===== src/rtl/qracc_pkg.sv =====
// Shared QRAcc types and constants.
// Bridge FSM encoding and the control-bus word width.
package qracc_pkg;

    localparam int ctrlWordBits = 32;

    typedef enum logic [2:0] {
        IDLE    = 3'd0,
        REQ_WR  = 3'd1,
        REQ_RD  = 3'd2,
        WAIT_RD = 3'd3,
        RESP    = 3'd4
    } qracc_bridge_state_t;

endpackage


===== src/rtl/qracc_itf.sv =====
// Control-bus and SRAM-macro interfaces used by the QRAcc bridge.
// The SRAM signal names follow the macro's own pin naming.
interface qracc_ctrl_interface;
    logic [31:0] data;
    logic [31:0] addr;
    logic        wen;
    logic        valid;
    logic        ready;
    logic [31:0] read_data;

    modport slave (
        input  data, addr, wen, valid,
        output ready, read_data
    );
    modport master (
        output data, addr, wen, valid,
        input  ready, read_data
    );
endinterface

interface sram_itf #(
    parameter int numRows = 128,
    parameter int numCols = 32
);
    logic                       rq_wr_i;
    logic                       rq_valid_i;
    logic [numCols-1:0]         wr_data_i;
    logic [$clog2(numRows)-1:0] addr_i;
    logic                       rq_ready_o;
    logic                       rd_valid_o;
    logic [numCols-1:0]         rd_data_o;

    modport master (
        output rq_wr_i, rq_valid_i, wr_data_i, addr_i,
        input  rq_ready_o, rd_valid_o, rd_data_o
    );
    modport slave (
        input  rq_wr_i, rq_valid_i, wr_data_i, addr_i,
        output rq_ready_o, rd_valid_o, rd_data_o
    );
endinterface


===== src/rtl/qracc_row_buffer.sv =====
// Row-wide write buffer packed one 32-bit word at a time,
// plus a word-select mux for extracting a word from a full row.
module qracc_row_buffer
    import qracc_pkg::*;
#(
    parameter int numCols     = 32,
    parameter int WordIdxBits = 1
) (
    input  logic                   clk,
    input  logic                   nrst,
    input  logic                   we_i,
    input  logic [WordIdxBits-1:0] widx_i,
    input  logic [31:0]            wdata_i,
    output logic [numCols-1:0]     row_o,
    input  logic [numCols-1:0]     sel_row_i,
    input  logic [WordIdxBits-1:0] sel_idx_i,
    output logic [31:0]            sel_word_o
);

    localparam int WordsPerRow = numCols / ctrlWordBits;

    logic [numCols-1:0] buf_q;

    always_ff @(posedge clk or negedge nrst) begin
        if (!nrst) begin
            buf_q <= '0;
        end else if (we_i) begin
            for (int i = 0; i < WordsPerRow; i++) begin
                if (widx_i == WordIdxBits'(i)) begin
                    buf_q[i*ctrlWordBits +: ctrlWordBits] <= wdata_i;
                end
            end
        end
    end

    assign row_o = buf_q;

    always_comb begin
        sel_word_o = '0;
        for (int i = 0; i < WordsPerRow; i++) begin
            if (sel_idx_i == WordIdxBits'(i)) begin
                sel_word_o = sel_row_i[i*ctrlWordBits +: ctrlWordBits];
            end
        end
    end

endmodule


===== src/rtl/qracc_sram_bridge.sv =====
// Bridges the 32-bit QRAcc control bus to the row-wide SRAM request port.
// One transaction in flight; writes commit a row when its last word lands.
module qracc_sram_bridge
    import qracc_pkg::*;
#(
    parameter int numRows = 128,
    parameter int numCols = 32
) (
    input  logic               clk,
    input  logic               nrst,
    qracc_ctrl_interface.slave ctrl,
    sram_itf.master            sram,
    output logic               busy_o,
    output logic [15:0]        rows_written_o
);

    localparam int WordsPerRow = numCols / ctrlWordBits;
    localparam int WordIdxBits = (WordsPerRow > 1) ? $clog2(WordsPerRow) : 1;
    localparam int RowBits     = $clog2(numRows);
    // A single-word row has no word field, so the row starts at bit 2.
    localparam int RowLsb      = (WordsPerRow > 1) ? 2 + WordIdxBits : 2;

    if (numCols % ctrlWordBits != 0) begin : g_cols_chk
        $error("numCols must be a multiple of 32");
    end

    qracc_bridge_state_t    state_q, state_d;
    logic [RowBits-1:0]     row_q, row_d;
    logic [WordIdxBits-1:0] idx_q, idx_d;
    logic [31:0]            rdata_q, rdata_d;
    logic [15:0]            cnt_q, cnt_d;

    logic [WordIdxBits-1:0] widx;
    logic [RowBits-1:0]     rrow;
    logic                   last;
    logic                   buf_we;
    logic [numCols-1:0]     row_buf;
    logic [31:0]            rd_word;

    assign widx   = (WordsPerRow == 1) ? '0 : ctrl.addr[2 +: WordIdxBits];
    assign rrow   = ctrl.addr[RowLsb +: RowBits];
    assign last   = (widx == WordIdxBits'(WordsPerRow - 1));
    assign buf_we = (state_q == IDLE) && ctrl.valid && ctrl.wen;

    qracc_row_buffer #(
        .numCols     (numCols),
        .WordIdxBits (WordIdxBits)
    ) u_buf (
        .clk        (clk),
        .nrst       (nrst),
        .we_i       (buf_we),
        .widx_i     (widx),
        .wdata_i    (ctrl.data),
        .row_o      (row_buf),
        .sel_row_i  (sram.rd_data_o),
        .sel_idx_i  (idx_q),
        .sel_word_o (rd_word)
    );

    always_comb begin
        state_d = state_q;
        row_d   = row_q;
        idx_d   = idx_q;
        rdata_d = rdata_q;
        cnt_d   = cnt_q;
        unique case (state_q)
            IDLE: begin
                if (ctrl.valid) begin
                    if (ctrl.wen && !last) begin
                        state_d = RESP;
                    end else if (ctrl.wen) begin
                        row_d   = rrow;
                        state_d = REQ_WR;
                    end else begin
                        row_d   = rrow;
                        idx_d   = widx;
                        state_d = REQ_RD;
                    end
                end
            end
            REQ_WR: begin
                if (sram.rq_ready_o) begin
                    if (cnt_q != 16'hFFFF) cnt_d = cnt_q + 16'd1;
                    state_d = RESP;
                end
            end
            REQ_RD: begin
                if (sram.rq_ready_o) state_d = WAIT_RD;
            end
            WAIT_RD: begin
                if (sram.rd_valid_o) begin
                    rdata_d = rd_word;
                    state_d = RESP;
                end
            end
            RESP: state_d = IDLE;
            default: state_d = IDLE;
        endcase
    end

    always_ff @(posedge clk or negedge nrst) begin
        if (!nrst) begin
            state_q <= IDLE;
            row_q   <= '0;
            idx_q   <= '0;
            rdata_q <= '0;
            cnt_q   <= '0;
        end else begin
            state_q <= state_d;
            row_q   <= row_d;
            idx_q   <= idx_d;
            rdata_q <= rdata_d;
            cnt_q   <= cnt_d;
        end
    end

    assign ctrl.ready      = (state_q == RESP);
    assign ctrl.read_data  = rdata_q;
    assign sram.rq_valid_i = (state_q == REQ_WR) || (state_q == REQ_RD);
    assign sram.rq_wr_i    = (state_q == REQ_WR);
    assign sram.wr_data_i  = (state_q == REQ_WR) ? row_buf : '0;
    assign sram.addr_i     = row_q;
    assign busy_o          = (state_q != IDLE);
    assign rows_written_o  = cnt_q;

endmodule


===== src/flat_wrapper.sv =====
// flat-port wrapper written by rule: the top's interface ports become plain ports
module qracc_sram_bridge_flat import qracc_pkg::*;
#(
    parameter int numRows = 128,
    parameter int numCols = 32
)
  (clk, nrst, busy_o, rows_written_o, ctrl_data, ctrl_addr, ctrl_wen, ctrl_valid, ctrl_ready, ctrl_read_data, sram_rq_wr_i, sram_rq_valid_i, sram_wr_data_i, sram_addr_i, sram_rq_ready_o, sram_rd_valid_o, sram_rd_data_o);
  qracc_ctrl_interface ctrl_i ();
  sram_itf #(.numRows(numRows), .numCols(numCols)) sram_i ();
  input  logic clk;
  input  logic nrst;
  output logic busy_o;
  output logic [15:0] rows_written_o;
  input wire logic [$bits(ctrl_i.data)-1:0] ctrl_data;
  input wire logic [$bits(ctrl_i.addr)-1:0] ctrl_addr;
  input wire logic [$bits(ctrl_i.wen)-1:0] ctrl_wen;
  input wire logic [$bits(ctrl_i.valid)-1:0] ctrl_valid;
  output wire logic [$bits(ctrl_i.ready)-1:0] ctrl_ready;
  output wire logic [$bits(ctrl_i.read_data)-1:0] ctrl_read_data;
  output wire logic [$bits(sram_i.rq_wr_i)-1:0] sram_rq_wr_i;
  output wire logic [$bits(sram_i.rq_valid_i)-1:0] sram_rq_valid_i;
  output wire logic [$bits(sram_i.wr_data_i)-1:0] sram_wr_data_i;
  output wire logic [$bits(sram_i.addr_i)-1:0] sram_addr_i;
  input wire logic [$bits(sram_i.rq_ready_o)-1:0] sram_rq_ready_o;
  input wire logic [$bits(sram_i.rd_valid_o)-1:0] sram_rd_valid_o;
  input wire logic [$bits(sram_i.rd_data_o)-1:0] sram_rd_data_o;
  assign ctrl_i.data = ctrl_data;
  assign ctrl_i.addr = ctrl_addr;
  assign ctrl_i.wen = ctrl_wen;
  assign ctrl_i.valid = ctrl_valid;
  assign ctrl_ready = ctrl_i.ready;
  assign ctrl_read_data = ctrl_i.read_data;
  assign sram_rq_wr_i = sram_i.rq_wr_i;
  assign sram_rq_valid_i = sram_i.rq_valid_i;
  assign sram_wr_data_i = sram_i.wr_data_i;
  assign sram_addr_i = sram_i.addr_i;
  assign sram_i.rq_ready_o = sram_rq_ready_o;
  assign sram_i.rd_valid_o = sram_rd_valid_o;
  assign sram_i.rd_data_o = sram_rd_data_o;
  qracc_sram_bridge #(.numRows(numRows), .numCols(numCols)) u_core (.clk(clk), .nrst(nrst), .ctrl(ctrl_i), .sram(sram_i), .busy_o(busy_o), .rows_written_o(rows_written_o));
endmodule

===== config.mk =====
export PLATFORM = sky130hd
export DESIGN_NAME = qracc_sram_bridge_flat
export DESIGN_NICKNAME = d
export VERILOG_FILES = /design/src/rtl/qracc_pkg.sv /design/src/rtl/qracc_itf.sv /design/src/rtl/qracc_row_buffer.sv /design/src/rtl/qracc_sram_bridge.sv /design/src/flat_wrapper.sv
export SDC_FILE = /design/constraint.sdc
export NUM_CORES = 1
export LEC_CHECK = 0
export CAP_MARGIN = 10
export CORE_MARGIN = 2
export CORE_UTILIZATION = 44
export CTS_CLUSTER_SIZE = 28
export DETAILED_ROUTE_END_ITERATION = 6
export PLACE_DENSITY = 0.84
export SLEW_MARGIN = 20
export SYNTH_ARGS = -nofsm -noshare
export SYNTH_HDL_FRONTEND = slang
export SYNTH_SLANG_ARGS = --single-unit

===== constraint.sdc =====
create_clock -name clk -period 4.2 [get_ports clk]
set_clock_uncertainty 0.15 [all_clocks]
set_input_delay 0.84 -clock clk [delete_from_list [all_inputs] [get_ports clk]]
set_output_delay 0.84 -clock clk [all_outputs]
set_load 0.03 [all_outputs]

=== Word level (Yosys, flattened, before mapping) ===
Index checks and enable logic that the tools add are counted.

* Output and inout port bits: 91
* Flip-flop bits (word level): 90
* Word-level logic and storage cells: 31
* Input bits: 102

* Mux-type cells: 7
* Equality and inequality tests: 9
* $add $sub $neg: 1
* Reduce and logical (&&, ||, !) cells: 9

{| class="wikitable"
|+ Operators by type and width
! operator !! number
|-
| 32-bit two-way mux || 1
|-
| 16-bit by 1-bit adder with 16-bit output, second input constant || 1
|-
| 16-bit inequality test, second input constant || 1
|-
| 3-bit two-way mux || 4
|-
| 3-bit one-hot mux with 4 select lines || 1
|-
| 3-bit by 2-bit == test with 1-bit output, second input constant || 2
|-
| 2-bit inequality test, second input constant || 3
|-
| 2-bit AND reduction || 2
|-
| 4-bit AND reduction || 1
|-
| 3-bit by 1-bit == test with 1-bit output, second input constant || 1
|-
| 3-bit == test, second input constant || 1
|-
| 3-bit logical NOT || 1
|-
| 3-bit AND reduction || 1
|-
| 3-bit nonzero test || 1
|-
| 1-bit logical AND || 2
|-
| 2-bit two-way mux || 1
|-
| 2-bit by 1-bit inequality test with 1-bit output, second input constant || 1
|-
| 1-bit logical OR || 1
|}

=== Logic depth before layout (Yosys ltp) ===
* Word-level depth: 3
* Gate-level depth with buffers: 6

=== By module ===
A second synthesis with hierarchy kept.

* Cells, all modules: 320
* Area total of the unflattened synthesis: 4,295.4 µm²

{| class="wikitable"
|+ By module, submodules not included
! module !! sequential area each (µm²) !! area an instance (µm²) !! times used !! cells each
|-
| qracc_sram_bridge || 1,451.4 || 2,725.1 || 1 || 216
|-
| qracc_row_buffer || 800.8 || 1,570.3 || 1 || 104
|}

=== Worst setup path after synthesis ===
No wires, ideal clock.

* Kind: reg-to-output
* Start point: reg u_core.state_q[2]
* End point: out sram_wr_data_i[22]
* Arrival: 1.575 ns
* Setup slack: 1.635 ns
* Buffers on the path: 1
* Required time: 3.210 ns
* Cell stages (with the launch flop): 5
* Path through: dfrtp_1 > nand2b_1 > nor2_1 > clkbuf_1 > and2_1

* Longest elaborated chain between the ends: 2

{| class="wikitable"
|+ RTL lines
! item !! RTL line !! text
|-
| start: declaration || qracc_sram_bridge.sv:27 || <nowiki>qracc_bridge_state_t state_q, state_d;</nowiki>
|-
| start signal: assignment || qracc_sram_bridge.sv:109 || <nowiki>state_q <= state_d;</nowiki>
|-
| 3-bit by 1-bit == test with 1-bit output || - ||
|-
| named net sram_rq_wr_i || flat_wrapper.sv:20 || <nowiki>output wire logic [$bits(sram_i.rq_wr_i)-1:0] sram_rq_wr_i;</nowiki>
|-
| 32-bit two-way mux || qracc_sram_bridge.sv:121 || <nowiki>assign sram.wr_data_i = (state_q == REQ_WR) ? row_buf : '0;</nowiki>
|-
| end: declaration || flat_wrapper.sv:22 || <nowiki>output wire logic [$bits(sram_i.wr_data_i)-1:0] sram_wr_data_i;</nowiki>
|}

The timed path passes the listed nets, and every way through them passes these cells.

=== Worst setup path in the final report ===
* Start point: reg u_core.state_q[2]
* End point: out sram_wr_data_i[28]

* Longest elaborated chain between the ends: 2

{| class="wikitable"
|+ RTL lines
! item !! RTL line
|-
| 3-bit by 1-bit == test with 1-bit output || qracc_sram_bridge.sv:121
|-
| 32-bit two-way mux || qracc_sram_bridge.sv:121
|}

Every way passes these cells.

==> reports/results.ini <==
[run_status]
status = complete, no violations

[placed_design]
dp_cells = 545
hpwlAfterDp_mm = 6.49
gp_congestion = 0.865
port_buffers = 167

[yosys]
ys_types = 34
synthCells = 279
synth_edf_count = 0
synth.most_common_cell = dfrtp_1
async_reset_ff_share_pct = 100
ys_ff_latch = 90
syn_avg_cell_area_um2 = 14.2
syn_nets = 382
ys_seq_area_share_pct = 56.7
synth_top_area_share_pct = 56.7
synth_ff_type = dfrtp_1
synth.area.top_cells = dfrtp_1 57%, mux2_2 12%, mux2_4 11%
synthTopCellsByCount = 90 x dfrtp_1, 43 x mux2_2, 32 x and2_1
synth_area_um2 = 3970
synth_top_cell_by_area = dfrtp_1
synth.yosys.warnings = 0

[die]
rows = 34
die_y_um = 99.0
start_util_pct = 45.5
io_pins = 193
fp.coreArea_um2 = 8720
dieArea_um2 = 9800
die_w_um = 99.0

[grt]
grt_pass1_vias = 2899
overflow = 0
grt.total_usage_pct = 18.6
grt_max_degree = 91
antenna_found_initial = 0
grt_pass1_wl_mm = 14.6

[critical_path]
crit_buf_inv = 2
path_cells = nand2b_1 -> nor2_1 -> buf_4 -> and2_1 -> clkdlybuf4s50_1
cp_slowest_cell = clkdlybuf4s50_1
critical_path.top_delay_family = buffers and inverters
critPathLaunch = u_core.state_q[2]$_DFFE_PN0P_
reg2regPathDepth = 4
max_stage_delay_ps = 670
end_kind = output port
r2r_slack_ps = 1980
crit-reg2reg-launch = u_core.state_q[1]$_DFFE_PN0P_
path_max_fanout = 21
cp.arrival_ps = 2180
r2r_end = u_core.rows_written_o[10]$_DFFE_PN0P_
path_depth = 5
startpoint_type = flop
crit_type = reg -> out
required_ps = 3210

[routing]
ant_nets = 0
drt_iter0_drc = 62
drt-pass1-iter-count = 4
vias_per_cell = 4.99
vias = 2797
route.detailed.drc = 0
wl_per_cell_um = 16.0
routed_wl_mm = 8.98

[sta]
clock.fmax_ghz = 0.315
rsz0062_at_grt = false
maxSlewHeadroom_pct = 47.1
finalHoldViolCount = 0
whs_ps = 356
worst-slew-pin-transition_ps = 793
fin_crit_ps = 3170
fin_tns_setup_ps = 0
setup_viol = 0
slew_viol_final = 0
fin_crit_sh_pct = 75.5

[clocking]
cts_resized = 0
htreeDepth = 3
cts_buffer_depth = 2
clk_pin_slew_ps = 90
tritoncts = built
cts_setup_buffers = 0
cts_root_buffer = clkbuf_8
cts_made_buffers = 9
clk_latency_ps = 340
hold_buffers = 0
cts_sinks = 90

[final_layout]
fin_util_pct = 67.9
areaGrowthSynthToFinish_pct = 49.3
layout-drive-gt1-share_pct = 21.9
fillCellCount = 672
nets = 551
fin_cells = 561
antennaDiodeCount = 0

[hold_path]
hp-start = u_core.u_buf.row_o[3]$_DFFE_PN0P_
hold_end = u_core.u_buf.row_o[3]$_DFFE_PN0P_
hold_path_class = reg -> reg
hold_path_depth = 1

[power_and_ir_drop]
ir_worst_vdd_mv = 0.377
power_leakage_nw = 2.63
power_density_nw_per_um2 = 735

[run]
max_cap_viol_count = 0

worst reg2reg max path: cells and delay by family, from the launching register on:
family | cells | cell delay (ps)
AND/OR/NAND/NOR | 3 | 1290
flip-flops | 1 | 500
XOR/XNOR | 1 | 150
cells in the final DEF (no fill, tap or decap), drive strengths merged, types with 2 or more instances in the layout:
master         instances
clkdlybuf4s50        166
dfrtp                 90
mux2                  73
and2                  32
xor2                  11
clkbuf                11
nand3                  7
nor3                   6
xnor2                  5
nand4                  5
nor2                   5
nand2                  5
buf                    5
inv                    4
nor4                   3
nor4b                  3
clkinv                 3
nor3b                  2
or2                    2
a211oi                 2
final cells by class:
type	instances	area (um2)	share of cell area [%]
tap	108	135	2.28
sequential	90	2250	38.0
inverter	4	15.0	0.253
clock inverter	5	52.6	0.887
timing repair buffer	171	1700	28.7
multi-input combinational	172	1620	27.3
clock buffer	11	151	2.56
how the worst max path moves through the flow:
stage	to
6_report	sram_wr_data_i[28]
2_1_floorplan	sram_wr_data_i[22]
3_5_place_dp	u_core.rows_written_o[10]$_DFFE_PN0P_
4_1_cts	sram_wr_data_i[28]
3_3_place_gp	u_core.rows_written_o[10]$_DFFE_PN0P_
5_1_grt	sram_wr_data_i[18]
state kept, by name (all words and copies together) (netlist names):
name                   count
u_core.ctrl.read_data     32
u_core.u_buf.row_o        32
u_core.rows_written_o     16
u_core.sram.addr_i         7
u_core.state_q             3
metal layers:
metal  share of wire, %  vias up  global-route usage (%)
met5                  0        -                       0
met4                1.1        0                    3.79
met3                5.7        8                    4.54
met2                 51       98                    31.3
met1                 42     1391                    24.8
li1                   -     1300                       -
power by group:
part           switching [mW]  total [mW]  internal (mW)
logic                    1.14        2.28           1.14
clock network           0.296       0.601          0.305
registers               0.229        1.48           1.25
per-stage QoR:
step	total power [mW]	setup WS, ps	instance area (um2)
after floorplan	2.88	1640	3970
after global placement	3.72	1330	5720
after detailed placement	3.79	1280	5720
after CTS	4.40	1010	5920
after global routing	4.58	867	5920
final	4.35	1030	5920
cells by family after synthesis:
logic type | Yosys count | synth area share, %
flops | 90 | 56.7
simple gates | 78 | 12.6
mux | 73 | 23.5
buf+inv | 17 | 2.55
xor+xnor | 16 | 3.53
compound gates | 4 | 0.725
fa+ha+maj | 1 | 0.315
Power figures use the tool's default switching activity.
